===== src/rtl/fetch_unit.sv =====
// Instruction-fetch stage: owns the PC, drives the synchronous IM word address, pairs data with PC.
// Optional macro FETCH_PERF_CNT_EN adds fetch_count/stall_count performance counters.
module fetch_unit #(
  parameter int unsigned N        = 7,
  parameter logic [31:0] RESET_PC = 32'h0000_0000,
  parameter logic [31:0] NOP_WORD = 32'h6800_0000
) (
  input  logic          clk,
  input  logic          rst_n,
  input  logic          stall,
  input  logic          branch_taken,
  input  logic [31:0]   branch_target,
  output logic [N-1:0]  im_addr,
  input  logic [31:0]   im_data,
  output logic [31:0]   if_pc,
  output logic [31:0]   if_inst,
  output logic          if_valid
`ifdef FETCH_PERF_CNT_EN
  ,
  output logic [31:0]   fetch_count,
  output logic [31:0]   stall_count
`endif
);

  logic [31:0] r_pc;
  logic [31:0] r_req_pc;
  logic        r_req_valid;
  logic [31:0] w_target;
  logic        w_issue;

  assign w_target = branch_target & 32'hFFFF_FFFC;
  assign w_issue  = branch_taken | ~stall;

  // A stall re-requests the presented word so the synchronous IM keeps returning it.
  always_comb begin
    im_addr = r_pc[N+1:2];
    if (branch_taken) begin
      im_addr = w_target[N+1:2];
    end else if (stall) begin
      im_addr = r_req_pc[N+1:2];
    end
  end

  always_ff @(posedge clk or negedge rst_n) begin
    if (!rst_n) begin
      r_pc        <= RESET_PC;
      r_req_pc    <= RESET_PC;
      r_req_valid <= 1'b0;
    end else if (branch_taken) begin
      r_req_pc    <= w_target;
      r_pc        <= w_target + 32'd4;
      r_req_valid <= 1'b1;
    end else if (!stall) begin
      r_req_pc    <= r_pc;
      r_pc        <= r_pc + 32'd4;
      r_req_valid <= 1'b1;
    end
  end

  assign if_pc    = r_req_pc;
  assign if_valid = r_req_valid;
  assign if_inst  = r_req_valid ? im_data : NOP_WORD;

`ifdef FETCH_PERF_CNT_EN
  logic [31:0] r_fetch_count;
  logic [31:0] r_stall_count;

  always_ff @(posedge clk or negedge rst_n) begin
    if (!rst_n) begin
      r_fetch_count <= 32'd0;
      r_stall_count <= 32'd0;
    end else begin
      if (w_issue) begin
        r_fetch_count <= r_fetch_count + 32'd1;
      end
      if (stall && !branch_taken) begin
        r_stall_count <= r_stall_count + 32'd1;
      end
    end
  end

  assign fetch_count = r_fetch_count;
  assign stall_count = r_stall_count;
`endif

endmodule


===== config.mk =====
export PLATFORM = sky130hd
export DESIGN_NAME = fetch_unit
export DESIGN_NICKNAME = d
export VERILOG_FILES = /design/src/rtl/fetch_unit.sv
export SDC_FILE = /design/constraint.sdc
export NUM_CORES = 1
export LEC_CHECK = 0
export CAP_MARGIN = 10
export CORE_UTILIZATION = 58
export CTS_CLUSTER_DIAMETER = 150
export DETAILED_ROUTE_END_ITERATION = 8
export DONT_BUFFER_PORTS = 1
export PLACE_DENSITY = 0.76
export SETUP_SLACK_MARGIN = 0.5
export SYNTH_ARGS = -nofsm -noshare
export SYNTH_HDL_FRONTEND = slang
export SYNTH_SLANG_ARGS = --single-unit

===== constraint.sdc =====
create_clock -name clk -period 2.52 [get_ports clk]
set_clock_uncertainty 0.1 [all_clocks]
set_input_delay 0.252 -clock clk [delete_from_list [all_inputs] [get_ports clk]]
set_output_delay 0.252 -clock clk [all_outputs]
set_load 0.01 [all_outputs]

Word level (Yosys, flattened, before mapping):

Index checks and enable logic that the tools add are counted.
W data, S select, Z words.

* flip-flop bits (word level): 65
* output and inout port bits: 72
* logic and storage cells: 15

* add/sub/neg operators: 2
* eq/ne operators: 1
* multiplexer cells: 9

Operators with widths (number)
* $mux W32: 5
* $add A32 B3 Y32 const B: 2
* $mux W7: 2
* $mux W1: 2
* $ne A2 B1 Y1 const B: 1

Logic depth before layout (Yosys ltp):

* depth after elaboration: 3
* mapped depth: 15

Worst setup path after synthesis:

OpenSTA, ideal clock, no wires.

* path kind: input-to-reg
* start: input branch_taken
* end: register r_pc[28]
* library setup time: 132 ps
* arrival time: 3515 ps
* data required time: 2288 ps
* slack: -1227 ps
* stages: 15
* path buffers: 6
* path through: buf_2 -> clkbuf_1 -> buf_2 -> buf_1 -> clkbuf_1 -> clkbuf_1 -> nand2_1 -> o21ai_0 -> ha_1 -> inv_1 -> a221oi_2 -> nand3_1 -> nor4b_2 -> mux2i_1 -> or3b_1

* word-level cells in the longest chain between the ends: 1

RTL lines
* from (decl): line 11 `input logic branch_taken,`
* $ne A2 B1 Y1 (no line) or $mux W32 (tied branches)
* to (signal assigned): line 51 `r_pc <= w_target + 32'd4;`
* to (signal assigned): line 55 `r_pc <= r_pc + 32'd4;`
* to (decl): line 25 `logic [31:0] r_pc;`

Several ways; a longest one is shown, not always the timed one.
A chain may end at the register's enable or synchronous reset.

Final worst setup path:

* start: register r_pc[21]
* end: register r_pc[28]

* word-level cells in the longest chain between the ends: 3

RTL lines
* $add A32 B3 Y32: line 55
* $mux W32: line 53 `end else if (!stall) begin`
* $mux W32: line 49 `end else if (branch_taken) begin`

Every way passes these cells. The select of a mux whose other input is x is not followed.

==> reports/metrics.yaml <==
run_status: "finished, final reports clean"
critPathKind: "reg -> reg"
max_stage_delay_ns: 0.63
placedCellCount: 548
maxCapViolCount: 0
num_rows: 30
end_kind: "register"
clkTransAtPathRegs_ns: 0.07
antenna_found_initial: 0
synth_top_area_frac: 0.369
wirelength_mm: 11.8
n_antenna_cell: 0
seq_area_frac_synth: 0.369
core-area_um2: 6830
drive_gt1_frac: 0.178
crit_buf_inv: 0
whs_ns: 0.00866
synth_cells: 470
start_util: 0.606
ios: 140
fp.dieW_um: 86.5
finalSetupViolCount: 0
maxSlewHeadroom: 0.535
rsz0062_at_grt: "yes"
crit_family: "simple AND/OR/NAND/NOR gates"
layout_common_cells: "dfrtp_1, nand2_1, mux2i_1, o21ai_0, dlygate4sd3_1"
total_power_mw: 2.58
pre_cts_slack_ns: 0.210
syn-mean-instance-area_um2: 8.81
final_cells: 631
viasPerCell: 6.16
synth.largest_area_cell: "dfrtp_1"
slowest_stage: "or4b_2"
multiInputGateArea_um2: 2760
fmax_ghz: 0.459
dieArea_um2: 7480
synthTopCellsByArea: "dfrtp_1, mux2i_1, xnor2_1"
die_y_um: 86.5
synth_area_um2: 4140
gr-total-overflow: 0
finalCritPeriodShare: 0.864
wl_per_cell_um: 18.7
remaining_drc_errors: 0
p_per_area_nw_per_um2: 484
yosysWarnings: 0
grt_pass1_wl_mm: 17.7
finalWorstSetupSlack_ns: 0.344
seq_area_um2: 1530
grt_pass1_vias: 3662
io_buffers: 0
place.gp.congestion: 0.851
ir_drop_uv: 324
final_common_cell: "dfrtp_1"
antenna_left: 0
cts_tree: "built"
cp.arrival_ns: 2.30
hpwl_mm: 6.64
htree_levels: 3
crit_fanout: 2
numCtsBuffers: 9
tightest_slew_ns: 0.697
synth.ff_latch_count: 61
drv_slew: 0
post-route-min-period_ns: 2.18
cp_cell_sequence: "nand4b_1 > a22o_1 > or4b_2 > o21ai_1 > or3b_1"
required_ns: 2.64
root_buffer: "clkbuf_8"
hold_path_class: "in -> reg"
clkLatencyLatePin_ns: 0.34
leakagePower_nw: 2.20
nets: 601
hold_viol: 0
grt_util_all_layers: 0.308
dr.pass1.iters: 6
grt_max_degree: 95
clk_path_buf_depth: 2
fillCellCount: 442
synthDistinctLibCells: 43
drtIter0Drc: 314
start_kind: "register"
vias: 3886
clock-sinks: 61
syn_to_final_growth_pct: 28.8
## cell type report
cell class              count  area share
multi-input cells         377       0.518
flip-flops and latches     61       0.286
repair buffers             78       0.139
clock buffers              12      0.0291
well taps                  96      0.0225
inverters                   5     0.00352
clock inverters             2     0.00188
## path summary, 6_finish.rpt
| check | slack [ns] | endpoint | from | cells past startpoint |
|---|---|---|---|---|
| max reg2reg | 0.34 | r_pc[28] | r_pc[21] | 5 |
| min | 0.009 | r_pc[24] | branch_target[24] | 2 |
| max in group asynchronous | 1.67 | r_pc[21] | rst_n | 2 |
| max | 0.34 | r_pc[28] | r_pc[21] | 5 |
| min reg2reg | 0.47 | r_pc[3] | r_pc[3] | 2 |
| min in group asynchronous | 0.33 | r_pc[31] | rst_n | 2 |
## power breakdown
part	internal (mW)	total [mW]	leakage [nW]	switching, mW
Clock	0.397	0.786	0.0881	0.389
Combinational	0.299	0.578	1.39	0.280
Sequential	1.09	1.22	0.720	0.130
Total	1.78	2.58	2.20	0.799
## kinds of logic after synthesis
| family | synth area share |
|---|---|
| other | 0.000905 |
| adders and majority gates | 0.00302 |
| and+or+nand+nor | 0.245 |
| DFF | 0.369 |
| muxes | 0.131 |
| buffers and inverters | 0.0356 |
| AOI/OAI and AO/OA | 0.102 |
| xor gates and xnor gates | 0.114 |
## routing by layer
metal | GRT usage | share of wire
met3 | 0.0857 | 0.077
met2 | 0.517 | 0.51
met1 | 0.374 | 0.39
met4 | 0.127 | 0.019
met5 | 0 | 0
## worst reg2reg max path: stages (launching register included)
cell	delay, ns
dfrtp_2	0.39
nand4b_1	0.15
a22o_1	0.31
or4b_2	0.63
o21ai_1	0.13
or3b_1	0.35
## synthesized netlist by cell type
library cell and count:
nor2_1 30, buf_4 3, a222oi_1 3, a22oi_1 6
nor3_1 5, buf_1 3, a21oi_1 7, a221oi_2 1
clkbuf_1 17, nor3_2 1, a31oi_1 1, nand3_1 22
nand2_1 58, and2_1 29, nand3b_1 10, nor4_1 3
a21bo_2 1, o22ai_1 2, conb_1 1, mux2_2 1
a22o_1 1, nor4b_2 1, ha_1 1, inv_1 5
dfrtp_1 61, nand4_1 8, o21bai_1 1, nand4b_1 7
buf_6 1, and3b_1 2, xnor2_1 41, xor2_1 13
mux2i_1 53, o21ai_0 47, or2_2 1, and3_1 2
o211ai_1 1, nand2b_1 10, a32o_1 1, or4b_2 1
nor2b_1 3, or3b_1 1, buf_2 4
## stage by stage
stage               setup TNS, ns  cell area, um2  utilization
floorplan                  -0.669            4280            -
global placement                0            4270        0.625
detailed placement              0            4270        0.625
CTS                             0            5150        0.753
global route                    0            5340        0.781
finish                          0            5340        0.781
## sequential cells by signal, summed over array words and instances (netlist names)
register and cells:
r_pc 30, if_valid 1, if_pc 30
## timing repair
| item | CTS | global route |
|---|---|---|
| buffers inserted | 21 | 4 |
| setup endpoints to repair | 16 | 21 |
| gates resized for setup | 19 | 33 |
| endpoints found under the hold margin | 118 | 0 |
| hold buffers | 44 | 0 |
| pin swaps | 16 | 18 |
(Power assumes the default switching activity.)
